===== src/rtl/conv_tile_dispatcher.sv =====
// rtl/conv_tile_dispatcher.sv - splits a convolution job into NMCU waves and drives lane addresses/starts
// Optional DISPATCH_PERF_EN adds perf_cycles/perf_waves job counters.
module conv_tile_dispatcher #(
   parameter  int ADDR_WIDTH     = 16,
   parameter  int NUM_NMCUS      = 9,
   parameter  int MAX_INPUT_DIM  = 15,
   parameter  int MAX_KERNEL_DIM = 7,
   localparam int DW             = $clog2(MAX_INPUT_DIM) + 1,
   localparam int KW             = $clog2(MAX_KERNEL_DIM) + 1
) (
   input  logic                            clk,
   input  logic                            rst,
   input  logic                            cmd_valid,
   output logic                            cmd_ready,
   input  logic [ADDR_WIDTH-1:0]           cmd_input_base,
   input  logic [ADDR_WIDTH-1:0]           cmd_output_base,
   input  logic [DW-1:0]                   cmd_input_width,
   input  logic [DW-1:0]                   cmd_input_height,
   input  logic [KW-1:0]                   cmd_kernel_dim,
   input  logic [ADDR_WIDTH-1:0]           cmd_desc,
   output logic [ADDR_WIDTH-1:0]           nmcu_desc,
   output logic [NUM_NMCUS*ADDR_WIDTH-1:0] input_addr,
   output logic [NUM_NMCUS*ADDR_WIDTH-1:0] output_addr,
   output logic [DW-1:0]                   full_input_width,
   output logic [DW-1:0]                   full_input_height,
   output logic [DW-1:0]                   full_output_width,
   output logic [DW-1:0]                   full_output_height,
   output logic [NUM_NMCUS-1:0]            start,
   input  logic [NUM_NMCUS-1:0]            done,
   output logic                            busy,
   output logic                            job_done,
   output logic                            job_err
`ifdef DISPATCH_PERF_EN
   ,
   output logic [31:0]                     perf_cycles,
   output logic [7:0]                      perf_waves
`endif
);
   localparam int LW = (NUM_NMCUS > 1) ? $clog2(NUM_NMCUS) : 1;

   typedef enum logic [2:0] {
      S_IDLE, S_CHECK, S_ASSIGN, S_ISSUE, S_WAIT, S_RELEASE, S_FINISH
   } state_t;

   state_t                r_state;
   logic [ADDR_WIDTH-1:0] r_in_base, r_out_base, r_desc;
   logic [DW-1:0]         r_w, r_h, r_ow, r_oh, r_row, r_col;
   logic [KW-1:0]         r_k;
   logic [LW-1:0]         r_lane;
   logic [NUM_NMCUS-1:0]  r_mask, r_seen, r_start;
   logic [ADDR_WIDTH-1:0] r_in_addr  [NUM_NMCUS];
   logic [ADDR_WIDTH-1:0] r_out_addr [NUM_NMCUS];
   logic                  r_more, r_err, r_job_done, r_job_err;

   logic                  w_bad, w_last_pix, w_last_lane;
   logic [DW-1:0]         w_ow, w_oh;
   logic [ADDR_WIDTH-1:0] w_in_addr, w_out_addr;
   logic [NUM_NMCUS-1:0]  w_seen_nxt;

   assign w_bad = (r_k == '0) || (r_k > KW'(MAX_KERNEL_DIM))
                || (r_w > DW'(MAX_INPUT_DIM)) || (r_h > DW'(MAX_INPUT_DIM))
                || (DW'(r_k) > r_w) || (DW'(r_k) > r_h);
   assign w_ow        = r_w - DW'(r_k) + DW'(1);
   assign w_oh        = r_h - DW'(r_k) + DW'(1);
   assign w_last_pix  = (r_row == r_oh - DW'(1)) && (r_col == r_ow - DW'(1));
   assign w_last_lane = (r_lane == LW'(NUM_NMCUS - 1));
   // Address arithmetic is deliberately modulo 2^ADDR_WIDTH.
   assign w_in_addr  = r_in_base + ADDR_WIDTH'(r_row) * ADDR_WIDTH'(r_w) + ADDR_WIDTH'(r_col);
   assign w_out_addr = r_out_base + ADDR_WIDTH'(r_row) * ADDR_WIDTH'(r_ow) + ADDR_WIDTH'(r_col);
   assign w_seen_nxt = r_seen | (done & r_mask);

   always_ff @(posedge clk) begin
      if (!rst) begin
         r_state    <= S_IDLE;
         r_in_base  <= '0;
         r_out_base <= '0;
         r_desc     <= '0;
         r_w        <= '0;
         r_h        <= '0;
         r_ow       <= '0;
         r_oh       <= '0;
         r_k        <= '0;
         r_row      <= '0;
         r_col      <= '0;
         r_lane     <= '0;
         r_mask     <= '0;
         r_seen     <= '0;
         r_start    <= '0;
         r_more     <= 1'b0;
         r_err      <= 1'b0;
         r_job_done <= 1'b0;
         r_job_err  <= 1'b0;
         for (int i = 0; i < NUM_NMCUS; i++) begin
            r_in_addr[i]  <= '0;
            r_out_addr[i] <= '0;
         end
      end else begin
         r_job_done <= 1'b0;
         r_job_err  <= 1'b0;
         case (r_state)
            S_IDLE: if (cmd_valid) begin
               r_in_base  <= cmd_input_base;
               r_out_base <= cmd_output_base;
               r_desc     <= cmd_desc;
               r_w        <= cmd_input_width;
               r_h        <= cmd_input_height;
               r_k        <= cmd_kernel_dim;
               r_err      <= 1'b0;
               r_state    <= S_CHECK;
            end
            S_CHECK: begin
               if (w_bad) begin
                  r_err      <= 1'b1;
                  r_job_done <= 1'b1;
                  r_job_err  <= 1'b1;
                  r_state    <= S_FINISH;
               end else begin
                  r_ow    <= w_ow;
                  r_oh    <= w_oh;
                  r_row   <= '0;
                  r_col   <= '0;
                  r_lane  <= '0;
                  r_mask  <= '0;
                  for (int i = 0; i < NUM_NMCUS; i++) begin
                     r_in_addr[i]  <= '0;
                     r_out_addr[i] <= '0;
                  end
                  r_state <= S_ASSIGN;
               end
            end
            S_ASSIGN: begin
               r_in_addr[r_lane]  <= w_in_addr;
               r_out_addr[r_lane] <= w_out_addr;
               r_mask[r_lane]     <= 1'b1;
               if (r_col == r_ow - DW'(1)) begin
                  r_col <= '0;
                  r_row <= r_row + DW'(1);
               end else begin
                  r_col <= r_col + DW'(1);
               end
               if (w_last_pix || w_last_lane) begin
                  r_more  <= !w_last_pix;
                  r_lane  <= '0;
                  r_state <= S_ISSUE;
               end else begin
                  r_lane <= r_lane + LW'(1);
               end
            end
            S_ISSUE: begin
               r_start <= r_mask;
               r_seen  <= '0;
               r_state <= S_WAIT;
            end
            S_WAIT: begin
               r_seen  <= w_seen_nxt;
               r_start <= r_mask & ~w_seen_nxt;
               if (w_seen_nxt == r_mask) r_state <= S_RELEASE;
            end
            S_RELEASE: begin
               r_start <= '0;
               // Hold until every active done drops so a stale level cannot finish the next wave.
               if ((done & r_mask) == '0) begin
                  if (r_more) begin
                     r_mask <= '0;
                     r_lane <= '0;
                     for (int i = 0; i < NUM_NMCUS; i++) begin
                        r_in_addr[i]  <= '0;
                        r_out_addr[i] <= '0;
                     end
                     r_state <= S_ASSIGN;
                  end else begin
                     r_job_done <= 1'b1;
                     r_job_err  <= r_err;
                     r_state    <= S_FINISH;
                  end
               end
            end
            S_FINISH: r_state <= S_IDLE;
            default:  r_state <= S_IDLE;
         endcase
      end
   end

   for (genvar k = 0; k < NUM_NMCUS; k++) begin : g_pack
      assign input_addr[k*ADDR_WIDTH +: ADDR_WIDTH]  = r_in_addr[k];
      assign output_addr[k*ADDR_WIDTH +: ADDR_WIDTH] = r_out_addr[k];
   end

   assign cmd_ready          = (r_state == S_IDLE);
   assign busy               = (r_state != S_IDLE);
   assign start              = r_start;
   assign job_done           = r_job_done;
   assign job_err            = r_job_err;
   assign nmcu_desc          = r_desc;
   assign full_input_width   = r_w;
   assign full_input_height  = r_h;
   assign full_output_width  = r_ow;
   assign full_output_height = r_oh;

`ifdef DISPATCH_PERF_EN
   logic [31:0] r_perf_cycles;
   logic [7:0]  r_perf_waves;

   always_ff @(posedge clk) begin
      if (!rst) begin
         r_perf_cycles <= '0;
         r_perf_waves  <= '0;
      end else if (r_state == S_IDLE) begin
         if (cmd_valid) begin
            r_perf_cycles <= '0;
            r_perf_waves  <= '0;
         end
      end else begin
         if (r_perf_cycles != 32'hFFFF_FFFF) r_perf_cycles <= r_perf_cycles + 32'd1;
         if (r_state == S_ISSUE) r_perf_waves <= r_perf_waves + 8'd1;
      end
   end

   assign perf_cycles = r_perf_cycles;
   assign perf_waves  = r_perf_waves;
`endif
endmodule


===== config.mk =====
export PLATFORM = sky130hd
export DESIGN_NAME = conv_tile_dispatcher
export DESIGN_NICKNAME = d
export VERILOG_FILES = /design/src/rtl/conv_tile_dispatcher.sv
export SDC_FILE = /design/constraint.sdc
export NUM_CORES = 1
export LEC_CHECK = 0
export CAP_MARGIN = 30
export CORE_UTILIZATION = 46
export CTS_BUF_LIST = sky130_fd_sc_hd__clkbuf_16
export CTS_CLUSTER_DIAMETER = 50
export DETAILED_ROUTE_END_ITERATION = 8
export GPL_TIMING_DRIVEN = 0
export PLACE_DENSITY = 0.83
export REMOVE_ABC_BUFFERS = 1
export SYNTH_ARGS = -nofsm -noshare
export SYNTH_HDL_FRONTEND = slang
export SYNTH_SLANG_ARGS = --single-unit

===== constraint.sdc =====
create_clock -name clk -period 4.56 [get_ports clk]
set_input_delay 0.456 -clock clk [delete_from_list [all_inputs] [get_ports clk]]
set_output_delay 0.456 -clock clk [all_outputs]
set_load 0.005 [all_outputs]

==> results of run 1 <==
-- what timing repair did --
item,CTS,global route
gates cloned,1,2
pin swaps,27,29
setup endpoints to repair,189,183
buffers inserted,37,11
resized for setup,93,57
-- worst max-delay path, stage by stage (launching register included) --
cell	delay [ps]
dfxtp_4	370
buf_4	190
nand2_1	100
fa_1	510
fa_1	550
inv_1	60
fa_1	480
ha_1	300
ha_1	360
o21ai_0	280
a21oi_2	110
a41oi_2	290
o21a_4	200
nor2_4	50
buf_12	120
xnor2_4	300
nor2_1	80
-- cells in the mapped netlist, drive strengths merged (7+ instances only) --
| master | number | area, sq um |
|---|---|---|
| a21boi | 65 | 488 |
| a211oi | 9 | 72.6 |
| a21oi | 48 | 240 |
| o221ai | 10 | 87.6 |
| buf | 12 | 61.3 |
| nor3 | 7 | 45.0 |
| nor2 | 304 | 1140 |
| edfxtp | 288 | 8650 |
| xnor2 | 15 | 131 |
| a21o | 7 | 52.6 |
| fa | 44 | 881 |
| nand3 | 11 | 55.1 |
| nand4 | 9 | 56.3 |
| a31oi | 12 | 75.1 |
| dfxtp | 120 | 2400 |
| o21ai | 24 | 120 |
| ha | 95 | 1190 |
| xor2 | 33 | 289 |
| inv | 96 | 360 |
| and2 | 43 | 269 |
| nor2b | 21 | 131 |
| clkbuf | 60 | 226 |
| nand2 | 191 | 727 |
| and3 | 59 | 369 |
-- power breakdown --
group / leakage (nW) / internal [mW] / total [mW] / switching (mW)
Sequential: 3.97 / 4.45 / 4.76 / 0.308
Clock: 0.738 / 1.97 / 3.48 / 1.51
Combinational: 5.39 / 1.32 / 2.86 / 1.54
-- state kept, by name, indices dropped and copies added (netlist names), 3 cells and up --
| register | flops |
|---|---|
| r_mask | 9 |
| nmcu_desc | 16 |
| r_state | 3 |
| full_output_height | 5 |
| r_out_base | 16 |
| start | 9 |
| r_in_base | 16 |
| full_output_width | 5 |
| r_col | 5 |
| r_in_addr | 144 |
| r_lane | 4 |
| r_out_addr | 144 |
| full_input_width | 5 |
| full_input_height | 5 |
| r_seen | 9 |
| r_row | 5 |
| r_k | 4 |
-- worst max path at each step --
stage | from | to | slack, ps | cells after the start
after floorplan | r_row[0] | r_out_addr[8][15] | -50 | 16
after global placement | rst | r_out_addr[7][15] | -4000 | 5
after detailed placement | r_row[0] | r_out_addr[3][15] | -930 | 16
after CTS | r_row[4] | r_out_addr[7][15] | -100 | 18
after global routing | r_row[0] | r_out_addr[1][13] | -240 | 19
final | full_output_width[4] | r_out_addr[7][14] | -90 | 16
-- per-layer routing --
metal / GRT usage, % / wire (microns)
met1: 31.2 / 20900
met2: 43.8 / 27100
met3: 5.06 / 4720
met4: 11.9 / 2300
met5: 0 / 27
-- kinds of logic after synthesis --
logic type                 count (synthesis)  synth area share [%]
buffers and inverters                    168                  3.49
DFF                                      408                  59.6
AOI/OAI and AO/OA                        204                  7.44
adders and majority gates                139                  11.2
xor gates and xnor gates                  48                  2.27
and+or+nand+nor                          661                  15.7
muxes                                      7                 0.384
-- final cells by class --
class	instances	area (sq um)
fillers	2832	13700
flip-flops and latches	408	11100
multi-input cells	1060	7470
repair buffers	481	5010
clock buffers	46	1150
well taps	525	657
inverters	96	360
clock inverters	38	270
diodes	1	2.50
==> impl_metrics.json, run 1 <==
{
  "place_area_sq_um": 23400,
  "area_growth_pct": 40.3,
  "drive_gt1_share_pct": 12.3,
  "grt-ovfl-total": 0,
  "routed_wl_microns": 55000,
  "drv_slew": 0,
  "worst_pin_slew_ps": 964,
  "cts_tree": "yes",
  "die_w_microns": 203,
  "min_to": "r_out_base[3]",
  "io_buffer_count": 410,
  "cts.sinks": 408,
  "fin_setup_tns_ps": -1110,
  "cts.path.max_buffers": 3,
  "syn_area_sq_um": 18600,
  "syn_area_per_cell_sq_um": 11.3,
  "grt_max_degree": 99,
  "max_freq_mhz": 215,
  "fin_crit_ps": 4650,
  "drc_errors": 0,
  "ir_drop_uv": 417,
  "final_cells": 2655,
  "cp-end-kind": "flip-flop",
  "setup_viol": 34,
  "worstReg2RegEnd": "r_out_addr[7][14]",
  "hold_path.class": "in -> reg",
  "initial_utilization_pct": 46.7,
  "final_cell_area_sq_um": 26000,
  "hold_buffers": 0,
  "grt_pass1_vias": 14001,
  "regToRegStartpoint": "full_output_width[4]",
  "fp-row-count": 73,
  "core_region_area_sq_um": 39700,
  "firstDrtPassIters": 6,
  "wire_per_inst_microns": 20.7,
  "die_h_microns": 203,
  "worst_slack_ps": -91.7,
  "io_pins": 411,
  "fin_util_pct": 65.5,
  "vias": 14355,
  "max_cap_violations": 0,
  "post-place-ws_ps": -930,
  "cts_max_level": 2,
  "gp_congestion": 0.846,
  "final_cell_mix": "clkdlybuf4s50_1, nor2_1, edfxtp_1",
  "total_power_mw": 11.1,
  "finClkSkew_ps": 29.3,
  "drt_iter0_markers": 1103,
  "worstRegToRegCells": 16,
  "violations": "negative setup slack",
  "leakagePower_nw": 10.1,
  "power-per-cell-area_nw_per_um2": 427,
  "antenna_found_initial": 3,
  "clock_latency_ps": 580,
  "hpwl_microns": 37200,
  "cts_root_buf": "clkbuf_16",
  "hold_violations": 0,
  "crit_type": "reg -> reg",
  "critPathRequiredTime_ps": 4840,
  "layout.cells.most_common": "clkdlybuf4s50_1",
  "vias_per_cell": 5.41,
  "cp_data_arrival_time_ps": 4930,
  "startpoint_type": "flip-flop",
  "synth_flop_cell": "edfxtp_1",
  "slew_headroom_pct": 35.8,
  "numCtsBuffers": 46,
  "clk_pin_slew_ps": 60,
  "status": "finished with violations",
  "holdPathStages": 3,
  "nNetsFinal": 2306,
  "hold_start": "cmd_output_base[3]",
  "rrSetupSlack_ps": -90,
  "synth_cell_types": 59,
  "finalCritPeriodShare_pct": 102,
  "ys_ff_latch": 408,
  "rsz0062_at_grt": "yes",
  "synth_edf_count": 288,
  "fin_hold_ws_ps": 442,
  "antenna_left": 0,
  "yosysWarningCount": 0,
  "gr-usage-all-layers_pct": 25.6,
  "ys_seq_area_share_pct": 59.6,
  "grt_pass1_wl_microns": 79900,
  "path_max_fanout": 7,
  "synth-async-reset-ratio_pct": 0,
  "dieArea_sq_um": 41100,
  "syn_inst": 1635,
  "placedCellCount": 2517
}
(Power assumes the default switching activity.)
==> run 2, diff against run 1 <==
- PLACE_DENSITY: 0.83 -> 0.77
==> run 2 against run 1 <==
Largest cell class unchanged. Via count decreased by 1.5%. Worst setup slack improved by 52 ps. Count of clock-buffer cells in the layout increased by 1. Sequential cell count unchanged. Utilization decreased by 0.56 points. Clock skew decreased by 14 ps. First-iteration DRC count decreased by 24%. Final cell count about the same. Critical path type unchanged. Sequential share of layout area increased by 0.36 points. Wire length decreased by 2.9%. The flow still finishes with violations (negative setup slack).
==> impl_metrics.json, run 2 (same netlist as run 1, synthesis figures left out) <==
{
  "status": "finished with violations",
  "violations": "negative setup slack",
  "grt_pass1_vias": 13776,
  "antenna_left": 0,
  "cts_tree": "yes",
  "gr-usage-all-layers_pct": 25.7,
  "clock_latency_ps": 570,
  "fin_hold_ws_ps": 441,
  "leakagePower_nw": 10.0,
  "numCtsBuffers": 46,
  "area_growth_pct": 39.1,
  "worstRegToRegCells": 18,
  "firstDrtPassIters": 5,
  "finClkSkew_ps": 15.5,
  "critPathTopFamily": "adder cells",
  "initial_utilization_pct": 46.7,
  "worstReg2RegEnd": "r_out_addr[7][15]",
  "max_cap_violations": 0,
  "hpwl_microns": 36900,
  "gp_congestion": 0.811,
  "worst-path-buf-inv": 5,
  "routed_wl_microns": 53400,
  "drc_errors": 0,
  "layout.cells.most_common": "clkdlybuf4s50_1",
  "cp_data_arrival_time_ps": 4890,
  "regToRegStartpoint": "full_output_width[0]",
  "critical-path-slowest-cell": "fa_1",
  "critPathCapture": "r_out_addr[7][15]",
  "slowest_delay_ps": 530,
  "post-place-ws_ps": -902,
  "crit_top_cell": "fa_1",
  "drt_iter0_markers": 841,
  "rrSetupSlack_ps": -40,
  "fin_util_pct": 64.9,
  "startpoint_type": "flip-flop",
  "hold_violations": 0,
  "cp-end-kind": "flip-flop",
  "slew_headroom_pct": 34.9,
  "rsz0062_at_grt": "yes",
  "die_h_microns": 203,
  "worstSetupPathDepth": 18,
  "drv_slew": 0,
  "power-per-cell-area_nw_per_um2": 433,
  "critPathRequiredTime_ps": 4850,
  "grt_max_degree": 99,
  "crit_type": "reg -> reg",
  "cts.sinks": 408,
  "fin_crit_ps": 4600,
  "worst_pin_slew_ps": 973,
  "nNetsFinal": 2302,
  "clk_pin_slew_ps": 60,
  "io_buffer_count": 410,
  "wire_per_inst_microns": 20.1,
  "die_w_microns": 203,
  "finalCritPeriodShare_pct": 101,
  "total_power_mw": 11.2,
  "setup_viol": 12,
  "startpoint": "full_output_width[0]",
  "final_cell_mix": "clkdlybuf4s50_1, nor2_1, edfxtp_1",
  "fin_setup_tns_ps": -226,
  "drive_gt1_share_pct": 11.0,
  "fp-row-count": 73,
  "core_region_area_sq_um": 39700,
  "max_freq_mhz": 217,
  "vias": 14144,
  "antenna_found_initial": 3,
  "vias_per_cell": 5.33,
  "io_pins": 411,
  "grt_pass1_wl_microns": 79900,
  "path_cells": "and2_4, fa_1, inv_1, fa_1, inv_1, fa_1, inv_2, fa_1, inv_2, ha_4, o21ai_2, o211ai_1, nand4_1, a21boi_2, o2111ai_2, xor2_2, buf_6, nor2_1",
  "ir_drop_uv": 436,
  "cts_root_buf": "clkbuf_16",
  "cts.path.max_buffers": 3,
  "grt-ovfl-total": 0,
  "worst_slack_ps": -40.0,
  "hold_path.class": "in -> reg",
  "cts_max_level": 2,
  "path_max_fanout": 8,
  "dieArea_sq_um": 41100,
  "reg.largest.list": "r_in_addr (144), r_out_addr (144)"
}
-- run 2: cell types whose count changed in the layout (fill, tap and decap cells not counted), sizes merged --
cell | previous run | this run
inv | 115 | 104
bufinv | 2 | 4
xor2 | 33 | 34
clkinvlp | 3 | 4
clkinv | 14 | 22
diode | 1 | 2
buf | 71 | 67
-- run 2: repair_timing --
item | 4_1_cts | 5_1_grt
gates resized for setup | 71 | 31
gates cloned | 2 | 1
pin swaps | 20 | 24
buffers inserted | 35 | 8
hold buffers | 0 | 0
setup endpoints to repair | 180 | 153
endpoints found under the hold margin | 0 | 0
-- run 2: cell type report --
class                           count  area (sq um)
Antenna cell                        2          5.00
Clock inverter                     38           340
Tap cell                          525           657
Multi-Input combinational cell   1061          7310
Clock buffer                       47          1180
Sequential cell                   408         11100
Fill cell                        2903         13900
Timing Repair Buffer              476          4850
Inverter                           96           360
-- run 2: how the worst min path moves through the flow --
| stage | start | to | slack [ps] | cells after the start |
|---|---|---|---|---|
| detailed placement | r_err | r_err | 440 | 2 |
| global placement | r_err | r_err | 430 | 2 |
| floorplan | r_err | r_err | 420 | 2 |
| finish | cmd_input_width[0] | full_input_width[0] | 440 | 3 |
| CTS | cmd_input_width[0] | full_input_width[0] | 410 | 3 |
| global route | cmd_input_width[0] | full_input_width[0] | 440 | 3 |
-- run 2: tightest hold or removal path: cells and delay by family --
kind,cells,cell delay [ps]
AO/OA/AOI/OAI,1,60
buffers and inverters,1,390
AND/OR/NAND/NOR,1,50
-- run 2: metal layers --
layer  wire length [microns]  track usage, %
met5                       0               0
met4                    1650            9.51
met3                    4080            4.82
met2                   26800            44.5
met1                   20900            31.9
-- run 2: metrics by stage --
| stage | cell area, sq um | instances |
|---|---|---|
| global route | 25800 | 2653 |
| global placement | 23000 | 2498 |
| detailed placement | 23400 | 2519 |
| floorplan | 18300 | 1563 |
| CTS | 25500 | 2641 |
| finish | 25800 | 2653 |
-- run 2: power breakdown --
part | leakage [nW] | internal (mW) | switching (mW) | total (mW)
clock network | 0.755 | 2.13 | 1.54 | 3.67
logic | 5.31 | 1.26 | 1.48 | 2.74
registers | 3.97 | 4.45 | 0.302 | 4.75
